File: src/rtl/rx_frame_parser.sv
// Per-port GMII receive front end.
// Registers the raw byte stream one cycle and tags each registered byte with its frame
// field. Alongside this it captures the destination address, counts the frame length and
// checks CRC-32. One verdict per frame is reported in the single lpCHECK cycle.
//
// Ports:
//   iclk, i_rst        clock, asynchronous active-low reset
//   idv, irx_d, irx_er GMII receive inputs
//   odv, orx_d, orx_er inputs delayed by one cycle
//   oframe_state       field class of the byte currently on orx_d
//   oda, oda_valid     captured destination address (first byte in [47:40])
//   olen               DA..FCS byte count, saturating
//   oframe_done        one-cycle verdict strobe in lpCHECK
//   ogood, oerr_*      verdict, qualified by oframe_done
module rx_frame_parser #(
  parameter int unsigned pDATA_WIDTH        = 8,
  parameter int unsigned pMIN_PACKET_LENGHT = 64,
  parameter int unsigned pMAX_PACKET_LENGHT = 1536,
  parameter int unsigned pLEN_WIDTH         = $clog2(pMAX_PACKET_LENGHT) + 1,
  parameter int unsigned pFSM_BUS_WIDHT     = 4
) (
  input  logic                      iclk,
  input  logic                      i_rst,
  input  logic                      idv,
  input  logic [pDATA_WIDTH-1:0]    irx_d,
  input  logic                      irx_er,
  output logic                      odv,
  output logic [pDATA_WIDTH-1:0]    orx_d,
  output logic                      orx_er,
  output logic [pFSM_BUS_WIDHT-1:0] oframe_state,
  output logic [47:0]               oda,
  output logic                      oda_valid,
  output logic [pLEN_WIDTH-1:0]     olen,
  output logic                      oframe_done,
  output logic                      ogood,
  output logic                      oerr_crc,
  output logic                      oerr_runt,
  output logic                      oerr_long,
  output logic                      oerr_rx
);

  typedef enum logic [3:0] {
    StIdle     = 4'd0,
    StPreamble = 4'd1,
    StSfd      = 4'd2,
    StDa       = 4'd3,
    StSa       = 4'd4,
    StLt       = 4'd5,
    StData     = 4'd6,
    StCheck    = 4'd7,
    StDrop     = 4'd8
  } state_e;

  localparam logic [31:0]           CrcResidue = 32'hDEBB20E3;
  localparam logic [pLEN_WIDTH-1:0] MinLen     = pLEN_WIDTH'(pMIN_PACKET_LENGHT);
  localparam logic [pLEN_WIDTH-1:0] MaxLen     = pLEN_WIDTH'(pMAX_PACKET_LENGHT);

  // Reflected CRC-32, one byte, LSB first, no final inversion.
  function automatic logic [31:0] crc_byte(input logic [31:0] crc, input logic [7:0] data);
    logic [31:0] c;
    logic        fb;
    c = crc;
    for (int i = 0; i < 8; i++) begin
      fb = c[0] ^ data[i];
      c  = c >> 1;
      if (fb) c = c ^ 32'hEDB88320;
    end
    return c;
  endfunction

  state_e                  state_q, state_d;
  logic [2:0]              cnt_q, cnt_d;
  logic [31:0]             crc_q, crc_d;
  logic [pLEN_WIDTH-1:0]   len_q, len_d;
  logic [47:0]             da_q, da_d;
  logic                    da_valid_q, da_valid_d;
  logic                    rx_q, rx_d;
  logic                    dv_q;
  logic [pDATA_WIDTH-1:0]  rxd_q;
  logic                    er_q;
  logic                    done_q, good_q, crc_err_q, runt_q, long_q, rx_err_q;

  logic byte_in, sfd_entry, in_frame_d, chk_d;
  logic crc_bad, runt_bad, long_bad;

  // Next field class of the byte being registered this cycle.
  always_comb begin
    state_d = state_q;
    cnt_d   = cnt_q;
    unique case (state_q)
      StIdle, StPreamble: begin
        if (!idv)                  state_d = StIdle;
        else if (irx_d == 8'h55)   state_d = StPreamble;
        else if (irx_d == 8'hD5)   state_d = StSfd;
        else                       state_d = StDrop;
      end
      StSfd: begin
        if (idv) begin
          state_d = StDa;
          cnt_d   = 3'd0;
        end else begin
          state_d = StIdle;
        end
      end
      StDa: begin
        if (!idv) begin
          state_d = StCheck;
        end else if (cnt_q == 3'd5) begin
          state_d = StSa;
          cnt_d   = 3'd0;
        end else begin
          cnt_d = cnt_q + 3'd1;
        end
      end
      StSa: begin
        if (!idv) begin
          state_d = StCheck;
        end else if (cnt_q == 3'd5) begin
          state_d = StLt;
          cnt_d   = 3'd0;
        end else begin
          cnt_d = cnt_q + 3'd1;
        end
      end
      StLt: begin
        if (!idv) begin
          state_d = StCheck;
        end else if (cnt_q == 3'd1) begin
          state_d = StData;
          cnt_d   = 3'd0;
        end else begin
          cnt_d = cnt_q + 3'd1;
        end
      end
      StData:  state_d = idv ? StData : StCheck;
      StCheck: state_d = StIdle;
      StDrop:  state_d = idv ? StDrop : StIdle;
      default: state_d = StIdle;
    endcase
  end

  // Frame datapath, updated with the byte as it is classified.
  always_comb begin
    sfd_entry  = (state_d == StSfd);
    byte_in    = idv && (state_d inside {StDa, StSa, StLt, StData});
    in_frame_d = state_d inside {StSfd, StDa, StSa, StLt, StData};
    chk_d      = (state_d == StCheck);

    crc_d = crc_q;
    if (sfd_entry)    crc_d = 32'hFFFFFFFF;
    else if (byte_in) crc_d = crc_byte(crc_q, irx_d[7:0]);

    len_d = len_q;
    if (sfd_entry)                 len_d = '0;
    else if (byte_in && ~&len_q)   len_d = len_q + 1'b1;

    da_d = da_q;
    if (sfd_entry)                      da_d = '0;
    else if (idv && state_d == StDa)    da_d = {da_q[39:0], irx_d[7:0]};

    da_valid_d = da_valid_q;
    if (state_d == StSa)                                   da_valid_d = 1'b1;
    else if (state_d inside {StCheck, StIdle, StSfd})      da_valid_d = 1'b0;

    rx_d = (sfd_entry ? 1'b0 : rx_q) | (idv && irx_er && in_frame_d);

    // Entering lpCHECK implies idv=0, so crc/len/rx are already final.
    crc_bad  = (crc_q != CrcResidue);
    runt_bad = (len_q < MinLen);
    long_bad = (len_q > MaxLen);
  end

  always_ff @(posedge iclk or negedge i_rst) begin
    if (!i_rst) begin
      state_q    <= StIdle;
      cnt_q      <= '0;
      crc_q      <= 32'hFFFFFFFF;
      len_q      <= '0;
      da_q       <= '0;
      da_valid_q <= 1'b0;
      rx_q       <= 1'b0;
      dv_q       <= 1'b0;
      rxd_q      <= '0;
      er_q       <= 1'b0;
      done_q     <= 1'b0;
      good_q     <= 1'b0;
      crc_err_q  <= 1'b0;
      runt_q     <= 1'b0;
      long_q     <= 1'b0;
      rx_err_q   <= 1'b0;
    end else begin
      state_q    <= state_d;
      cnt_q      <= cnt_d;
      crc_q      <= crc_d;
      len_q      <= len_d;
      da_q       <= da_d;
      da_valid_q <= da_valid_d;
      rx_q       <= rx_d;
      dv_q       <= idv;
      rxd_q      <= irx_d;
      er_q       <= irx_er;
      done_q     <= chk_d;
      good_q     <= chk_d && !(crc_bad || runt_bad || long_bad || rx_q);
      crc_err_q  <= chk_d && crc_bad;
      runt_q     <= chk_d && runt_bad;
      long_q     <= chk_d && long_bad;
      rx_err_q   <= chk_d && rx_q;
    end
  end

  assign odv          = dv_q;
  assign orx_d        = rxd_q;
  assign orx_er       = er_q;
  assign oframe_state = pFSM_BUS_WIDHT'(state_q);
  assign oda          = da_q;
  assign oda_valid    = da_valid_q;
  assign olen         = len_q;
  assign oframe_done  = done_q;
  assign ogood        = good_q;
  assign oerr_crc     = crc_err_q;
  assign oerr_runt    = runt_q;
  assign oerr_long    = long_q;
  assign oerr_rx      = rx_err_q;

endmodule

File: config.mk
export PLATFORM = sky130hd
export DESIGN_NAME = rx_frame_parser
export DESIGN_NICKNAME = d
export VERILOG_FILES = /design/src/rtl/rx_frame_parser.sv
export SDC_FILE = /design/constraint.sdc
export NUM_CORES = 1
export LEC_CHECK = 0
export CORE_MARGIN = 2
export CORE_UTILIZATION = 50
export CTS_BUF_LIST = sky130_fd_sc_hd__clkbuf_4
export CTS_CLUSTER_DIAMETER = 40
export CTS_CLUSTER_SIZE = 12
export DETAILED_ROUTE_END_ITERATION = 10
export PLACE_DENSITY_LB_ADDON = 0.05
export SYNTH_ARGS = -nofsm -noshare
export SYNTH_HDL_FRONTEND = slang
export SYNTH_SLANG_ARGS = --single-unit
File: constraint.sdc
create_clock -name iclk -period 2.8 [get_ports iclk]
set_input_delay 0.28 -clock iclk [delete_from_list [all_inputs] [get_ports iclk]]
set_output_delay 0.28 -clock iclk [all_outputs]
set_load 0.005 [all_outputs]
Word-level counts from Yosys, hierarchy flattened:

Index checks and enable logic that the tools add are counted.
Widths: inputs -> output; s select.

* $add $sub $neg: 2
* order comparisons: 2
* eq/ne operators: 21
* multiplexer cells: 50
* bitwise operators: 17
* reductions and logical operators: 29

Operators with widths (number)
* $mux 32: 24
* $not 13->14: 8
* $mux 48: 2
* $mux 4: 10
* $ne 32x32->1 const B: 1
* $eq 4x3->1 const B: 7
* $pmux 4 s7: 1
* $mux 12: 2
* $eq 4x2->1 const B: 4
* $mux 3: 5
* $add 12x1->12 const B: 1
* $gt 12x11->1 const B: 1
* $lt 12x7->1 const B: 1
* $reduce_and 12->1: 1
* $logic_and 1x1->1: 10
* $pmux 3 s3: 1
* $eq 8x7->1 const B: 1
* $eq 8x8->1 const B: 1
* $logic_not 4->1: 2
* $reduce_bool 2->1: 4
* $xor 1x1->1: 8
* $reduce_bool 3->1: 2
* $reduce_bool 5->1: 1
* $eq 4x1->1 const B: 1
* 14 further kinds: 22

* register bits: 117
* input bits: 12
* output and inout bits: 81
* logic and storage cells: 137

Logic depth before layout (Yosys ltp):

Gate-level depths: netlist of run 1.

* word-level depth: 38
* mapped depth: 11
* mapped depth without buffers: 9

Worst setup path after synthesis of run 1:

No wires, ideal clock.

* kind: register -> register
* start point: reg cnt_q[1]
* end point: reg len_q[8], in the netlist olen[8]
* library setup time: 129 ps
* data arrival time: 2229 ps
* required time: 2671 ps
* setup slack: 442 ps
* cell stages (with the launch flop): 12
* path buffers: 2
* clock period less this slack: 2358 ps
* cell sequence: dfrtp_1 > inv_1 > ha_1 > mux2_1 > a21oi_1 > a2111oi_4 > a21bo_2 > and2_4 > buf_6 > buf_6 > o311ai_1 > nand2_1

* word-level cells in the longest chain between the ends: 9
* elaborated cells between the ends (all ways): 19

Ends and longest elaborated chain
* start, declared: line 72 `logic [2:0] cnt_q, cnt_d;`
* start signal, assigned: line 193 `cnt_q <= cnt_d;`
* $eq 3x1->1 or $eq 3x3->1 (tied branches): line 128, 108, 118
* $mux 4 (on tied branches): line 128, 108, 118
* $mux 4 (on tied branches): line 126, 106, 116
* $pmux 4 s7 *: line 90 `unique case (state_q)`
* $eq 4x2->1 or $eq 4x3->1 (tied branches): line 145 `byte_in = idv && (state_d inside {StDa, StSa, StLt, StData});`
* $reduce_bool 4->1: line 145
* $logic_and 1x1->1: line 145
* $logic_and 1x1->1: line 155 `else if (byte_in && ~&len_q) len_d = len_q + 1'b1;`
* $reduce_bool 2->1 (no source line)
* end signal, assigned: line 195 `len_q <= len_d;`
* end, declared: line 74 `logic [pLEN_WIDTH-1:0] len_q, len_d;`

Mark *: on every way between the ends. The rest lies on a longest branch, timed or not.
A chain may end at the register's enable or synchronous reset.

Final worst setup path of run 1:

* start point: reg cnt_q[1]
* end point: reg len_q[5], in the netlist olen[5]

The elaborated chain is that of the path after synthesis.

==> results of run 1 <==
registers in the layout (all words and copies together) (netlist names), 3 cells and up:
signal	cells
oda	48
crc_q	32
olen	12
orx_d	8
oframe_state	4
cnt_q	3
kinds of logic (layout without fill, tap and decap cells):
kind of cell | count (synthesis) | count (layout)
muxes | 9 | 9
adders and majority gates | 4 | 4
DFF | 117 | 117
xor gates and xnor gates | 75 | 75
AOI/OAI and AO/OA | 115 | 115
buffers and inverters | 42 | 161
and+or+nand+nor | 223 | 223
per-stage QoR:
| step | power [W] | instances | util | hold WS [ns] |
|---|---|---|---|---|
| floorplan | 0.00216 | 585 | - | -0.0156 |
| global placement | 0.00234 | 814 | 0.614 | 0.237 |
| detailed placement | 0.00235 | 814 | 0.614 | 0.246 |
| CTS | 0.00351 | 847 | 0.638 | 0.214 |
| global route | 0.00364 | 847 | 0.638 | 0.210 |
| finish | 0.00347 | 847 | 0.638 | 0.241 |
cell type report:
type,instances,share of cell area
Clock inverter,12,0.0155
Sequential cell,117,0.409
Tap cell,143,0.0247
Timing Repair Buffer,122,0.165
Inverter,7,0.00362
Multi-Input combinational cell,426,0.362
Clock buffer,20,0.0207
power by group through the flow:
stage	logic, W	registers (W)	clock network [W]
CTS	0.000550	0.00177	0.00119
finish	0.000547	0.00177	0.00115
detailed placement	0.000545	0.00180	0
global route	0.000597	0.00178	0.00126
global placement	0.000541	0.00180	0
floorplan	0.000362	0.00179	0
cells in the final DEF, fill, tap and decap left out, types with 4 or more instances in the layout:
cell type	count
nand4b_1	5
xnor2_1	39
nand2_1	142
xnor2_2	6
dfstp_2	32
clkinv_2	5
nand4_1	8
and3_1	6
clkdlybuf4s50_1	91
o211ai_1	23
ha_1	4
and2_1	6
mux2i_1	8
a21oi_1	5
xor2_1	27
nor2_1	22
dfrtp_1	85
inv_1	7
clkbuf_4	20
nand3_1	5
buf_12	4
buf_4	26
o31ai_1	4
nand2b_1	6
o21ai_0	62
metal layers:
layer / routed length [µm] / GRT usage / up-vias
li1: - / - / 2189
met1: 6430 / 0.316 / 2122
met2: 6020 / 0.331 / 120
met3: 597 / 0.0555 / 12
met4: 207 / 0.0741 / 0
met5: 0 / 0 / -
worst max-delay path, cell delays in order (launching register included):
cell and delay, ns:
dfrtp_1 0.40, inv_1 0.08, ha_1 0.26, mux2_1 0.34, a21oi_1 0.24, a2111oi_4 0.10
a21bo_2 0.26, a21oi_2 0.20, buf_4 0.22, nand4_1 0.14, mux2i_1 0.14
cells in the mapped netlist, types with 4 or more instances:
cell | n | share of area
xnor2_2 | 6 | 0.017
xnor2_1 | 39 | 0.059
and3_1 | 7 | 0.0075
nand4b_1 | 5 | 0.0075
o31ai_1 | 4 | 0.0052
a21oi_1 | 5 | 0.0043
nand2_1 | 142 | 0.092
nand4_1 | 8 | 0.0086
nand2b_1 | 6 | 0.0065
dfstp_2 | 32 | 0.14
dfrtp_1 | 85 | 0.37
mux2i_1 | 8 | 0.014
xor2_1 | 27 | 0.041
and2_1 | 6 | 0.0065
nor2_1 | 22 | 0.014
nand3_1 | 5 | 0.0043
inv_1 | 7 | 0.0045
o211ai_1 | 23 | 0.030
o21ai_0 | 62 | 0.053
ha_1 | 4 | 0.0086
clkbuf_1 | 14 | 0.0091
buf_2 | 14 | 0.012
how the worst max path moves through the flow:
| stage | start | endpoint | slack (ns) | cells past startpoint |
|---|---|---|---|---|
| floorplan | cnt_q[1] | olen[8] | 0.44 | 11 |
| global placement | idv | olen[10] | 0.21 | 10 |
| global route | cnt_q[1] | olen[5] | 0.16 | 10 |
| CTS | cnt_q[1] | olen[5] | 0.31 | 10 |
| detailed placement | idv | olen[5] | 0.15 | 10 |
| finish | cnt_q[1] | olen[5] | 0.31 | 10 |
what timing repair did:
| action | CTS | global route |
|---|---|---|
| hold buffers | 1 | 0 |
| endpoints found under the hold margin | 29 | 0 |
| endpoints found under the setup margin | 0 | 0 |
| gates resized for setup | 0 | 0 |
==> reports/metrics.yaml, run 1 <==
status: "finished, final reports clean"
die_width_um: 112
clock-sinks: 117
grt_pass1_wl_mm: 21.9
period_share: 0.891
synthToLayoutAreaGrowth_pct: 25.1
switching_share: 0.266
synth_nets: 601
worst_slack_ns: 0.306
hold_viol_final: 0
grt-ovfl-total: 0
crit_type: "flop to flop"
rsz0062_at_grt: "false"
synth.area.mux_share: 0.0157
post_cts_buffers: 0
crit_fanout: 12
synthDistinctLibCells: 61
fmax_ghz: 0.401
gp_congestion: 0.880
root_buffer: "clkbuf_4"
vias: 4443
drcViolationCount: 0
synth_flop_cell: "dfrtp_1"
synth-compound-area-share: 0.125
cts.htree.levels: 4
cts_buffers: 17
post_drt_wl_per_cell_um: 15.6
leakage_nw: 3.05
ios: 93
viasPerCell: 5.25
die_h_um: 112
required_ns: 3.20
initial_utilization: 0.510
p_clk_frac: 0.331
antenna_found_initial: 0
rrSetupSlack_ns: 0.31
syn-cell-area_um2: 5800
fill_cells: 955
cap_violations: 0
n_antenna_cell: 0
die_area_um2: 12500
cp-start-kind: "flop"
grtUsageTotal: 0.221
synthCells: 585
dp_slack_ns: 0.155
r2r_start: "cnt_q[1]"
r2r_cells: 10
switching_power_w: 0.000923
ys_async_sr_fraction: 1.00
dpl_cell_area_um2: 6990
seq_area_um2: 2970
cts_max_path_buffers: 2
wl_mm: 13.3
crit_arrival_ns: 2.90
io_buffer_count: 92
r2r-end: "olen[5]"
ys_warn_count: 0
power_frac_seq: 0.511
rows: 39
cp-end-kind: "flop"
drt_iter0_drc: 382
drive_above_1_share: 0.162
synthXorXnorAreaFrac: 0.125
ys_seq_elements: 117
setup_viol: 0
cts_tree: "yes"
antenna_left: 0
max_slew_margin: 0.608
drv_slew: 0
place_hpwl_mm: 9.39
clkLatencyLatePin_ns: 0.51
p_int_w: 0.00254
drt_first_pass_iters: 6
synth_top_family_by_area: "simple AND/OR/NAND/NOR gates"
skew_ns: 0.0137
post-route-min-period_ns: 2.49
multi_input_area_um2: 2630
p_per_area_nw_per_um2: 478
nets: 707
grt_max_degree: 97
cts.clk_slew.worst_paths_ns: 0.10
ys_seq_area_frac: 0.511
tightest_slew_ns: 0.584
final_area_um2: 7260
synth_enable_flop_cells: 0
first_global_vias: 4242
peakVddDrop_v: 0.000257
coreArea_um2: 11400
final.setup.tns_ns: 0
yosys.area_share.adder: 0.00862
hold_class: "primary input to asynchronous set/reset pin"
pwr-share-comb: 0.158
synth-simple-area-share: 0.178
avgSynthCellArea_um2: 9.92
(Power assumes the default switching activity.)
==> run 2, diff against run 1 <==
--- a/config.mk
+++ b/config.mk
@@ -5,6 +5,7 @@
 export SDC_FILE = /design/constraint.sdc
 export NUM_CORES = 1
 export LEC_CHECK = 0
+export CAP_MARGIN = 40
 export CORE_MARGIN = 2
 export CORE_UTILIZATION = 50
 export CTS_BUF_LIST = sky130_fd_sc_hd__clkbuf_4
==> results of run 2 <==
No change in the layout: final DEF, timing and power equal those of run 1.
